### src/rtl/estimador_vadd_sched_if.sv
// Requester/result bus of the shared saturating vector adder scheduler.
interface estimador_vadd_sched_if #(
    parameter int unsigned W    = 21,
    parameter int unsigned N    = 3,
    parameter int unsigned NREQ = 2,
    parameter int unsigned ID_W = (NREQ > 1) ? $clog2(NREQ) : 1
);
    logic [NREQ-1:0]     req_valid;
    logic [NREQ-1:0]     req_ready;
    logic [NREQ*N*W-1:0] req_a;
    logic [NREQ*N*W-1:0] req_b;
    logic [N*W-1:0]      res_data;
    logic                res_vld;
    logic [ID_W-1:0]     res_id;
    logic                busy;

    // Requester side: drives operands, observes grants and results.
    modport master (
        output req_valid, req_a, req_b,
        input  req_ready, res_data, res_vld, res_id, busy
    );

    // Scheduler side.
    modport slave (
        input  req_valid, req_a, req_b,
        output req_ready, res_data, res_vld, res_id, busy
    );
endinterface

### src/rtl/estimador_vadd_sched.sv
// Round-robin scheduler sharing one saturating signed vector adder (one element/cycle).
module estimador_vadd_sched #(
    parameter int unsigned W    = 21,
    parameter int unsigned N    = 3,
    parameter int unsigned NREQ = 2,
    parameter int unsigned ID_W = (NREQ > 1) ? $clog2(NREQ) : 1
) (
    input  logic                    ap_clk,
    input  logic                    ap_rst_n,
    estimador_vadd_sched_if.slave   bus
);
    localparam int unsigned CNT_W = (N > 1) ? $clog2(N) : 1;
    localparam int unsigned VW    = N * W;

    typedef enum logic [1:0] {S_IDLE, S_RUN, S_DONE} state_t;

    state_t          state_q, state_d;
    logic [ID_W-1:0] rr_ptr_q, rr_ptr_d;
    logic [ID_W-1:0] id_q, id_d;
    logic [CNT_W-1:0] elem_cnt_q, elem_cnt_d;
    logic [VW-1:0]   a_q, a_d, b_q, b_d;
    logic [VW-1:0]   res_data_q, res_data_d;
    logic            res_vld_q, res_vld_d;
    logic            busy_q, busy_d;

    logic [NREQ-1:0] ready_c;
    logic            grant_vld_c;
    logic [ID_W-1:0] grant_c;
    logic [ID_W-1:0] scan_c;
    logic [W-1:0]    a_e_c, b_e_c, sat_c;
    logic [W:0]      sum_c;

    // Round-robin search for the first valid requester starting at rr_ptr.
    always_comb begin
        grant_vld_c = 1'b0;
        grant_c     = '0;
        scan_c      = '0;
        for (int unsigned i = 0; i < NREQ; i++) begin
            scan_c = ID_W'((32'(rr_ptr_q) + i) % NREQ);
            if (!grant_vld_c && bus.req_valid[scan_c]) begin
                grant_vld_c = 1'b1;
                grant_c     = scan_c;
            end
        end
    end

    // Saturating add of the current element at W+1 bits.
    always_comb begin
        a_e_c = a_q[32'(elem_cnt_q) * W +: W];
        b_e_c = b_q[32'(elem_cnt_q) * W +: W];
        sum_c = {a_e_c[W-1], a_e_c} + {b_e_c[W-1], b_e_c};
        if (sum_c[W] != sum_c[W-1]) begin
            sat_c = sum_c[W] ? {1'b1, {(W-1){1'b0}}} : {1'b0, {(W-1){1'b1}}};
        end else begin
            sat_c = sum_c[W-1:0];
        end
    end

    // Next-state and datapath updates for IDLE -> RUN -> DONE sequencing.
    always_comb begin
        state_d    = state_q;
        rr_ptr_d   = rr_ptr_q;
        id_d       = id_q;
        elem_cnt_d = elem_cnt_q;
        a_d        = a_q;
        b_d        = b_q;
        res_data_d = res_data_q;
        res_vld_d  = 1'b0;
        busy_d     = busy_q;
        ready_c    = '0;
        unique case (state_q)
            S_IDLE: begin
                if (grant_vld_c) begin
                    ready_c[grant_c] = 1'b1;
                    a_d        = bus.req_a[32'(grant_c) * VW +: VW];
                    b_d        = bus.req_b[32'(grant_c) * VW +: VW];
                    id_d       = grant_c;
                    rr_ptr_d   = ID_W'((32'(grant_c) + 1) % NREQ);
                    elem_cnt_d = '0;
                    busy_d     = 1'b1;
                    state_d    = S_RUN;
                end
            end
            S_RUN: begin
                res_data_d[32'(elem_cnt_q) * W +: W] = sat_c;
                if (elem_cnt_q == CNT_W'(N - 1)) begin
                    elem_cnt_d = '0;
                    res_vld_d  = 1'b1;
                    state_d    = S_DONE;
                end else begin
                    elem_cnt_d = elem_cnt_q + CNT_W'(1);
                end
            end
            S_DONE: begin
                busy_d  = 1'b0;
                state_d = S_IDLE;
            end
            default: begin
                busy_d  = 1'b0;
                state_d = S_IDLE;
            end
        endcase
    end

    // State and datapath registers with synchronous active-low reset.
    always_ff @(posedge ap_clk) begin
        if (!ap_rst_n) begin
            state_q    <= S_IDLE;
            rr_ptr_q   <= '0;
            id_q       <= '0;
            elem_cnt_q <= '0;
            a_q        <= '0;
            b_q        <= '0;
            res_data_q <= '0;
            res_vld_q  <= 1'b0;
            busy_q     <= 1'b0;
        end else begin
            state_q    <= state_d;
            rr_ptr_q   <= rr_ptr_d;
            id_q       <= id_d;
            elem_cnt_q <= elem_cnt_d;
            a_q        <= a_d;
            b_q        <= b_d;
            res_data_q <= res_data_d;
            res_vld_q  <= res_vld_d;
            busy_q     <= busy_d;
        end
    end

    // A grant is never offered while reset is being applied at this edge.
    assign bus.req_ready = ready_c & {NREQ{ap_rst_n}};
    assign bus.res_data  = res_data_q;
    assign bus.res_vld   = res_vld_q;
    assign bus.res_id    = id_q;
    assign bus.busy      = busy_q;
endmodule

### src/flat_wrapper.sv
// flat-port wrapper written by rule: the top's interface ports become plain ports
module estimador_vadd_sched_flat 
#(
    parameter int unsigned W    = 21,
    parameter int unsigned N    = 3,
    parameter int unsigned NREQ = 2,
    parameter int unsigned ID_W = (NREQ > 1) ? $clog2(NREQ) : 1
)
  (ap_clk, ap_rst_n, bus_req_valid, bus_req_a, bus_req_b, bus_req_ready, bus_res_data, bus_res_vld, bus_res_id, bus_busy);
  estimador_vadd_sched_if #(.W(W), .N(N), .NREQ(NREQ), .ID_W(ID_W)) bus_i ();
  input  logic ap_clk;
  input  logic ap_rst_n;
  input wire logic [$bits(bus_i.req_valid)-1:0] bus_req_valid;
  input wire logic [$bits(bus_i.req_a)-1:0] bus_req_a;
  input wire logic [$bits(bus_i.req_b)-1:0] bus_req_b;
  output wire logic [$bits(bus_i.req_ready)-1:0] bus_req_ready;
  output wire logic [$bits(bus_i.res_data)-1:0] bus_res_data;
  output wire logic [$bits(bus_i.res_vld)-1:0] bus_res_vld;
  output wire logic [$bits(bus_i.res_id)-1:0] bus_res_id;
  output wire logic [$bits(bus_i.busy)-1:0] bus_busy;
  assign bus_i.req_valid = bus_req_valid;
  assign bus_i.req_a = bus_req_a;
  assign bus_i.req_b = bus_req_b;
  assign bus_req_ready = bus_i.req_ready;
  assign bus_res_data = bus_i.res_data;
  assign bus_res_vld = bus_i.res_vld;
  assign bus_res_id = bus_i.res_id;
  assign bus_busy = bus_i.busy;
  estimador_vadd_sched #(.W(W), .N(N), .NREQ(NREQ), .ID_W(ID_W)) u_core (.ap_clk(ap_clk), .ap_rst_n(ap_rst_n), .bus(bus_i));
endmodule
### config.mk
export PLATFORM = sky130hd
export DESIGN_NAME = estimador_vadd_sched_flat
export DESIGN_NICKNAME = d
export VERILOG_FILES = /design/src/rtl/estimador_vadd_sched_if.sv /design/src/rtl/estimador_vadd_sched.sv /design/src/flat_wrapper.sv
export SDC_FILE = /design/constraint.sdc
export NUM_CORES = 1
export LEC_CHECK = 0
export ABC_AREA = 0
export CORE_UTILIZATION = 35
export DETAILED_ROUTE_END_ITERATION = 8
export GPL_ROUTABILITY_DRIVEN = 1
export PLACE_DENSITY_LB_ADDON = 0.15
export SYNTH_ARGS = -nofsm -noshare
export SYNTH_HDL_FRONTEND = slang
export SYNTH_SLANG_ARGS = --single-unit
### constraint.sdc
create_clock -name ap_clk -period 9.8 [get_ports ap_clk]
set_clock_uncertainty 0.05 [all_clocks]
set_input_delay 1.47 -clock ap_clk [delete_from_list [all_inputs] [get_ports ap_clk]]
set_output_delay 1.47 -clock ap_clk [all_outputs]
set_load 0.01 [all_outputs]
==> impl_metrics.py, run 1 <==
metrics = {
    "detailed_routing": {
        "dr.pass1.iters": 6,
        "drt-total-wl_um": 32400,
        "wl_per_cell_um": 18.8,
        "wl_met3_um": 2270,
        "dr_wl_met2_um": 15200,
        "drtIter0Drc": 867,
        "drc_errors": 0,
        "drtAntennaViolNets": 0,
        "vias": 9065,
        "vias_per_cell": 5.27,
        "highest_layer": "met4",
        "drt-met1-wl_um": 14500,
    },
    "global_route": {
        "globalRouteOverflowTotal": 0,
        "grt_pass1_wl_um": 49400,
        "first_global_vias": 8517,
        "grt_use_total_pct": 22.7,
        "antenna_found_initial": 0,
        "grt_max_degree": 97,
    },
    "sta": {
        "worst_pin_slew_ns": 1.12,
        "slew_violations": 0,
        "fin_crit_ns": 5.47,
        "fmax_mhz": 183,
        "grt_setup_unrepaired": "false",
        "relSlewSlack_pct": 25.2,
        "fin_crit_sh_pct": 55.8,
        "finalSetupTns_ns": 0,
        "setup_viol": 0,
        "hold_viol": 0,
    },
    "final_layout": {
        "nets": 1650,
        "insertedDiodeCount": 0,
        "area_delta_synth_final_pct": 41.4,
        "drive_gt1_share_pct": 6.24,
        "final_util_pct": 50.6,
        "fillers": 2627,
    },
    "clock_network": {
        "cts_made_buffers": 17,
        "h-tree-depth": 4,
        "clk_latency_ns": 0.44,
        "cts_root_buf": "clkbuf_16",
        "clk_pin_slew_ns": 0.07,
        "hold_buffers": 0,
        "cts_buffer_depth": 2,
        "clock-sinks": 197,
        "cts_tree": "yes",
        "cts_resized": 0,
        "cts_setup_buffers": 0,
    },
    "worst_setup_path": {
        "cp-end-kind": "primary output",
        "path_max_fanout": 62,
        "crit_path_start_kind": "input pin",
        "crit_arrival_ns": 3.95,
        "cp_slowest_cell": "clkdlybuf4s50_1",
        "crit_chain": "clkdlybuf4s50_1, inv_1, o21ai_2, buf_4, and3_2, buf_4, clkdlybuf4s50_1",
        "slowest_delay_ns": 0.67,
        "critical_path_class": "input pin to primary output",
        "cp.required_ns": 8.28,
    },
    "place": {
        "io_buffer_count": 323,
        "hpwl_um": 24300,
        "gp_congestion": 0.828,
    },
    "pwr": {
        "power_density_nw_per_um2": 164,
        "ir_worst_vdd_uv": 116,
        "power.leakage_uw": 0.00561,
    },
    "synth": {
        "synth_top_cell_area_share_pct": 40.8,
        "postSynth.asyncResetShare_pct": 0,
        "synth_nets": 1382,
        "synth_seq_cells": 197,
        "ys_types": 62,
        "synth_flop_cell": "dfxtp_1",
        "syn_area_um2": 9670,
        "netlist_top_cells_count": "nand2_1 (244), dfxtp_1 (197), a22o_1 (80)",
        "synth.avg_cell_area_um2": 8.80,
        "synth_cells": 1099,
        "yosysSeqAreaShare_pct": 40.8,
        "synth_edf_count": 0,
        "ys_warn_count": 0,
        "yosys.cell_count.top_type": "nand2_1",
        "yosysTopAreaCell": "dfxtp_1",
        "yosys-top-cells-area": "dfxtp_1 (41%), nand2_1 (9.5%), a22o_1 (7.2%), mux2i_1 (6.6%), a22oi_1 (5.0%)",
    },
    "floorplan": {
        "pin_count": 324,
        "coreArea_um2": 27000,
        "num_rows": 60,
        "chipWidth_um": 168,
        "die_area_um2": 28300,
        "start_util_pct": 35.8,
        "die-height_um": 168,
    },
    "min_path": {
        "min_path_type": "flop to flop",
    },
    "run_status": {
        "outcome": "completed",
    },
    "flow_run": {
        "drv_cap": 0,
    },
}
## sequential cells by signal (all words and copies together) (netlist names)
signal               cells
u_core.bus.res_data     63
u_core.b_q              63
u_core.elem_cnt_q        2
u_core.bus.res_vld       1
u_core.rr_ptr_q          1
u_core.bus.res_id        1
u_core.state_q           2
u_core.a_q              63
u_core.bus.busy          1
## layout by cell type (no fill, tap or decap), drive strengths merged, types with 3 or more instances in the layout
master	instances
nor2	31
nand2	244
dfxtp	197
a211o	3
o21a	6
xnor2	9
o211a	23
nand3	9
nor4b	3
clkbuf	17
a21boi	4
and3	6
inv	13
or3	3
o22ai	4
a22oi	64
and4	3
nor2b	16
a22o	80
xor2	5
a31oi	3
buf	8
a222oi	11
ha	26
clkdlybuf4s50	322
o21ai	101
a21o	8
mux2i	64
nor3	4
nand2b	5
a21oi	42
and2	25
## final timing paths
kind | endpoint | slack (ns) | startpoint | depth (start not counted)
worst min-delay path | u_core.bus.res_data[57] | 0.40 | u_core.bus.res_data[57] | 2
worst max-delay path | bus_req_ready[0] | 4.33 | bus_req_valid[0] | 7
worst max register to register | u_core.bus.res_data[6] | 4.74 | u_core.elem_cnt_q[1] | 13
worst min register to register | u_core.bus.res_data[57] | 0.40 | u_core.bus.res_data[57] | 2
## worst max-delay path: cells and delay by family
| family | cells | cell delay, ns |
|---|---|---|
| buf+inv | 5 | 2.09 |
| simple gates | 1 | 0.24 |
| compound gates | 1 | 0.10 |
## power breakdown
group	switching (uW)	total [uW]	internal [uW]
logic	316	596	280
clock network	346	736	390
registers	50.3	917	867
## cells by family (layout without fill, tap and decap cells)
kind of cell,count (synthesis),in the layout,synth area share [%]
AND/OR/NAND/NOR,353,353,16.3
adder cells (fa/ha/maj),27,27,3.57
buffers and inverters,85,365,3.70
flip-flops,197,197,40.8
AO/OA/AOI/OAI,359,359,27.7
XOR/XNOR,14,14,1.27
multiplexers,64,64,6.62
## routing by layer
layer,up-vias,global-route usage (%)
met4,0,5.06
met5,-,0
met1,4212,30.4
met3,20,5.27
li1,4506,-
met2,327,37.0
## per-stage QoR
stage | total power (uW) | hold slack, ns | cell area [um2] | instances | setup slack [ns]
after floorplan | 1280 | 0.377 | 9670 | 1099 | 5.50
after global placement | 1530 | 0.388 | 13100 | 1689 | 4.31
after detailed placement | 1530 | 0.392 | 13100 | 1689 | 4.33
after CTS | 2270 | 0.403 | 13700 | 1720 | 4.33
after global routing | 2360 | 0.426 | 13700 | 1720 | 4.20
final | 2250 | 0.400 | 13700 | 1720 | 4.33
## cell type report
class / instances / area [um2] / share of cell area, %
multi-input combinational: 817 / 5400 / 39.5
tap: 341 / 427 / 3.12
timing repair buffer: 330 / 3280 / 24.0
sequential: 197 / 3950 / 28.9
inverter: 4 / 15.0 / 0.110
clock buffer: 17 / 425 / 3.11
clock inverter: 14 / 184 / 1.34
(Power assumes the default switching activity.)
==> run 2: changes to the inputs <==
==> constraint.sdc (replaced) <==
create_clock -name ap_clk -period 4.8 [get_ports ap_clk]
set_clock_uncertainty 0.05 [all_clocks]
set_input_delay 0.72 -clock ap_clk [delete_from_list [all_inputs] [get_ports ap_clk]]
set_output_delay 0.72 -clock ap_clk [all_outputs]
set_load 0.01 [all_outputs]
==> run 2 against run 1 <==
Die area stayed put. Sequential cell count unchanged. Clock-buffer cell count increased by 1. Critical path depth is 6 higher. Sequential power up 100%. Sequential share of layout area is 0.097 points lower. Clock power increased by 98%. Largest cell class unchanged.
==> impl_metrics.py, run 2 (synthesized netlist as in run 1, its figures left out) <==
metrics = {
    "worst_setup_path": {
        "crit_path_start_kind": "flop",
        "r2r_start": "u_core.elem_cnt_q[0]",
        "cp_top_family": "compound AO/OA/AOI/OAI gates",
        "r2r_slack_ns": 0.39,
        "crit_arrival_ns": 4.69,
        "cp_slowest_cell": "dfxtp_4",
        "path_max_fanout": 28,
        "cp.buffers_inverters": 1,
        "cp.required_ns": 5.08,
        "r2r-end": "u_core.bus.res_data[10]",
        "cp.depth": 13,
        "cp-end-kind": "flop",
        "r2r.worst_path.cells": 13,
        "slowest_delay_ns": 0.66,
        "crit_chain": "buf_12, mux2i_1, o21ai_0, ha_1, fa_1, a21o_1, and4_4, o21ai_0, nand2b_1, o311a_1, nor3_1, o41ai_2, a22o_1",
        "critical_path_class": "flop to flop",
        "cp_common_cell": "o21ai_0",
    },
    "detailed_routing": {
        "drc_errors": 0,
        "vias_per_cell": 5.33,
        "wl_per_cell_um": 19.3,
        "drtIter0Drc": 628,
        "drt-total-wl_um": 33400,
        "dr.pass1.iters": 5,
        "vias": 9213,
        "drtAntennaViolNets": 0,
    },
    "place": {
        "io_buffer_count": 323,
        "gp_congestion": 0.891,
        "hpwl_um": 25600,
        "place_inst": 1695,
        "dp_slack_ns": 0.494,
    },
    "sta": {
        "finalSetupTns_ns": 0,
        "setup_viol": 0,
        "fin_crit_sh_pct": 91.8,
        "slew_violations": 0,
        "worst_pin_slew_ns": 0.919,
        "fin_crit_ns": 4.41,
        "fmax_mhz": 227,
        "grt_setup_unrepaired": "false",
        "relSlewSlack_pct": 38.7,
        "setup_ws_ns": 0.391,
        "hold_viol": 0,
    },
    "global_route": {
        "grt_max_degree": 62,
        "first_global_vias": 8966,
        "grt_pass1_wl_um": 51100,
        "grt_use_total_pct": 23.4,
        "antenna_found_initial": 0,
        "globalRouteOverflowTotal": 0,
    },
    "floorplan": {
        "die-height_um": 168,
        "pin_count": 324,
        "start_util_pct": 35.8,
        "num_rows": 60,
        "die_area_um2": 28300,
        "chipWidth_um": 168,
        "coreArea_um2": 27000,
    },
    "min_path": {
        "worstHoldStart": "u_core.bus.res_data[34]",
        "hold-path-endpoint": "u_core.bus.res_data[34]",
        "min_path_cells": 2,
        "min_path_type": "flop to flop",
    },
    "final_layout": {
        "fin_cells": 1727,
        "insertedDiodeCount": 0,
        "fillers": 2628,
        "area_delta_synth_final_pct": 41.9,
        "drive_gt1_share_pct": 6.64,
        "final_util_pct": 50.8,
        "nets": 1656,
        "final_cell_mix": "clkdlybuf4s50_1 (322), nand2_1 (244), dfxtp_1 (195)",
        "final_common_cell": "clkdlybuf4s50_1",
    },
    "clock_network": {
        "cts_made_buffers": 17,
        "clk_latency_ns": 0.45,
        "clk_pin_slew_ns": 0.08,
        "cts_resized": 0,
        "cts_tree": "yes",
        "cts_buffer_depth": 2,
        "cts_root_buf": "clkbuf_16",
        "clock-sinks": 197,
        "hold_buffers": 0,
        "cts_setup_buffers": 0,
        "h-tree-depth": 4,
    },
    "pwr": {
        "ir_worst_vdd_uv": 190,
        "power.leakage_uw": 0.00563,
        "power_density_nw_per_um2": 333,
    },
    "flow_run": {
        "drv_cap": 0,
    },
    "run_status": {
        "outcome": "completed",
    },
}
## run 2: worst min-delay path: stages (launching register included)
cell and delay [ns]:
dfxtp_1 0.31, nand2_1 0.05, o21ai_1 0.05
## run 2: worst max path at each step
stage | startpoint | to | slack [ns]
3_3_place_gp | u_core.elem_cnt_q[0] | u_core.bus.res_data[10] | 0.53
3_5_place_dp | u_core.elem_cnt_q[0] | u_core.bus.res_data[10] | 0.49
5_1_grt | u_core.elem_cnt_q[0] | u_core.bus.res_data[10] | 0.28
4_1_cts | u_core.elem_cnt_q[0] | u_core.bus.res_data[10] | 0.50
2_1_floorplan | u_core.elem_cnt_q[0] | u_core.bus.res_data[10] | 0.84
6_report | u_core.elem_cnt_q[0] | u_core.bus.res_data[10] | 0.39
## run 2: routing by layer
| metal | routed length [um] | up-vias | GRT usage, % |
|---|---|---|---|
| li1 | - | 4529 | - |
| met1 | 15400 | 4371 | 31.0 |
| met2 | 16000 | 294 | 39.6 |
| met3 | 1620 | 19 | 4.14 |
| met4 | 365 | 0 | 4.78 |
| met5 | 0 | - | 0 |
## run 2: power breakdown
group / switching, uW / internal (uW) / total, uW
Clock: 718 / 744 / 1460
Combinational: 664 / 576 / 1240
Sequential: 101 / 1770 / 1870
Total: 1480 / 3090 / 4570
## run 2: final cells by class
type                       instances  area (um2)  share of cell area, %
timing repair buffer             336        3340                   24.3
inverter                           4        15.0                  0.109
sequential                       197        3950                   28.8
multi-input combinational        817        5400                   39.3
tap                              341         427                   3.11
clock inverter                    14         169                   1.23
clock buffer                      18         429                   3.13
## run 2: per-stage QoR
step,power [uW],hold WS (ns),instance area (um2)
after detailed placement,3150,0.395,13100
after CTS,4600,0.406,13700
after global placement,3140,0.390,13100
after global routing,4790,0.422,13700
final,4570,0.403,13700
after floorplan,2620,0.377,9670
==> run 3: changes to the inputs <==
--- a/config.mk
+++ b/config.mk
@@ -10,6 +10,7 @@
 export DETAILED_ROUTE_END_ITERATION = 8
 export GPL_ROUTABILITY_DRIVEN = 1
 export PLACE_DENSITY_LB_ADDON = 0.15
+export RECOVER_POWER = 50
 export SYNTH_ARGS = -nofsm -noshare
 export SYNTH_HDL_FRONTEND = slang
 export SYNTH_SLANG_ARGS = --single-unit
==> run 3 against run 2 <==
First-iteration DRC count decreased by 1.3%. Critical path depth stayed put. Sequential share of layout area about the same. Sequential cell count stayed put. Combinational power hardly changed. The flow now finishes with violations (capacitance limit, slew limit). Utilization is essentially flat. Wire length about the same. Highest routed layer unchanged. Register-to-register slack gained 0.04 ns. Non-clock buffer count did not move.
==> impl_metrics.py, run 3 (synthesized netlist as in run 1, its figures left out) <==
metrics = {
    "worst_setup_path": {
        "cp-end-kind": "flop",
        "r2r_start": "u_core.elem_cnt_q[0]",
        "cp_slowest_cell": "dfxtp_4",
        "cp_top_family": "compound AO/OA/AOI/OAI gates",
        "crit_chain": "buf_12, mux2i_1, o21ai_0, ha_1, fa_1, a21o_1, and4_4, o21ai_0, nand2b_1, o311a_1, nor3_1, o41ai_2, a22o_1",
        "cp.buffers_inverters": 1,
        "cp.depth": 13,
        "critical_path_class": "flop to flop",
        "crit_path_start": "u_core.elem_cnt_q[0]",
        "cp_common_cell": "o21ai_0",
        "crit_arrival_ns": 4.65,
        "slowest_delay_ns": 0.66,
        "r2r.worst_path.cells": 13,
        "cp.required_ns": 5.08,
        "path_max_fanout": 28,
        "crit_path_start_kind": "flop",
    },
    "detailed_routing": {
        "wl_per_cell_um": 19.3,
        "drtAntennaViolNets": 0,
        "drc_errors": 0,
        "drtIter0Drc": 620,
        "vias": 9216,
        "dr.pass1.iters": 6,
        "vias_per_cell": 5.34,
        "drt-total-wl_um": 33300,
    },
    "final_layout": {
        "insertedDiodeCount": 0,
        "final_common_cell": "clkdlybuf4s50_1",
        "fillers": 2630,
        "final_cell_mix": "clkdlybuf4s50_1 (255), nand2_1 (244), dfxtp_1 (195)",
        "final_util_pct": 50.7,
        "final_area_um2": 13700,
        "area_delta_synth_final_pct": 41.8,
        "regArea_um2": 3950,
        "nets": 1656,
        "drive_gt1_share_pct": 6.42,
        "multi_input_area_um2": 5390,
    },
    "run_status": {
        "outcome": "finished, violations left",
        "violations": "capacitance limit, slew limit",
    },
    "clock_network": {
        "clk_latency_ns": 0.45,
        "hold_buffers": 0,
        "h-tree-depth": 4,
        "cts_made_buffers": 17,
        "cts_root_buf": "clkbuf_16",
        "clk_pin_slew_ns": 0.08,
        "clock-sinks": 197,
        "cts_resized": 0,
        "cts_buffer_depth": 2,
        "cts_tree": "yes",
        "cts_setup_buffers": 0,
    },
    "pwr": {
        "power_density_nw_per_um2": 333,
        "power.leakage_uw": 0.00585,
        "ir_worst_vdd_uv": 189,
    },
    "sta": {
        "grt_setup_unrepaired": "false",
        "setup_ws_ns": 0.430,
        "fmax_mhz": 229,
        "relSlewSlack_pct": -58.9,
        "slew_violations": 107,
        "worst_pin_slew_ns": 2.38,
        "fin_crit_ns": 4.37,
        "finalSetupTns_ns": 0,
        "holdWs_ns": 0.399,
        "hold_viol": 0,
        "fin_crit_sh_pct": 91.0,
        "setup_viol": 0,
    },
    "floorplan": {
        "chipWidth_um": 168,
        "start_util_pct": 35.8,
        "die_area_um2": 28300,
        "num_rows": 60,
        "die-height_um": 168,
        "coreArea_um2": 27000,
        "pin_count": 324,
    },
    "min_path": {
        "min_path_cells": 2,
        "min_path_type": "flop to flop",
        "worstHoldStart": "u_core.bus.res_data[34]",
    },
    "global_route": {
        "antenna_found_initial": 0,
        "grt_use_total_pct": 23.4,
        "grt_pass1_wl_um": 51100,
        "first_global_vias": 8966,
        "grt_max_degree": 62,
        "globalRouteOverflowTotal": 0,
    },
    "place": {
        "dp_slack_ns": 0.494,
        "postPlaceCellArea_um2": 13100,
        "gp_congestion": 0.891,
        "hpwl_um": 25600,
        "io_buffer_count": 323,
    },
    "flow_run": {
        "drv_cap": 2,
    },
}
## run 3: cell count changes in the layout (fill, tap and decap cells not counted)
cell	change
clkdlybuf4s50_1	-67
dlygate4sd3_1	+67
and2_1	+1
and2_4	-1
buf_4	-1
clkbuf_1	+1
nor3_1	+1
nor3_2	-1
## run 3: worst paths after layout
check / end / slack [ns]
max: u_core.bus.res_data[10] / 0.43
min: u_core.bus.res_data[34] / 0.40
max reg2reg: u_core.bus.res_data[10] / 0.43
min reg2reg: u_core.bus.res_data[34] / 0.40
## run 3: final cells by class
type,instances,share of cell area [%]
repair buffers,336,24.3
inverters,4,0.109
flip-flops and latches,197,28.8
multi-input cells,817,39.3
clock inverters,14,1.23
clock buffers,18,3.13
well taps,341,3.11
## run 3: report_power, final
group          internal, uW  switching [uW]
registers              1770             100
logic                   569             663
clock network           744             719
total                  3080            1480
## run 3: layer usage
layer	global-route usage, %	up-vias	part of all wire, %
met3	4.14	21	5.1
met4	4.78	0	1.2
met2	39.6	308	48
met1	31.0	4354	46
li1	-	4533	-
met5	0	-	0
## run 3: stage by stage
stage	power [uW]	std cells
floorplan	2620	1099
global placement	3140	1695
detailed placement	3150	1695
CTS	4600	1727
global route	4780	1727
finish	4570	1727
## run 3: tightest hold or removal path: cells and delay by family, from the launching register on
| family | cells | cell delay (ns) |
|---|---|---|
| compound gates | 1 | 0.05 |
| flops | 1 | 0.31 |
| simple gates | 1 | 0.05 |
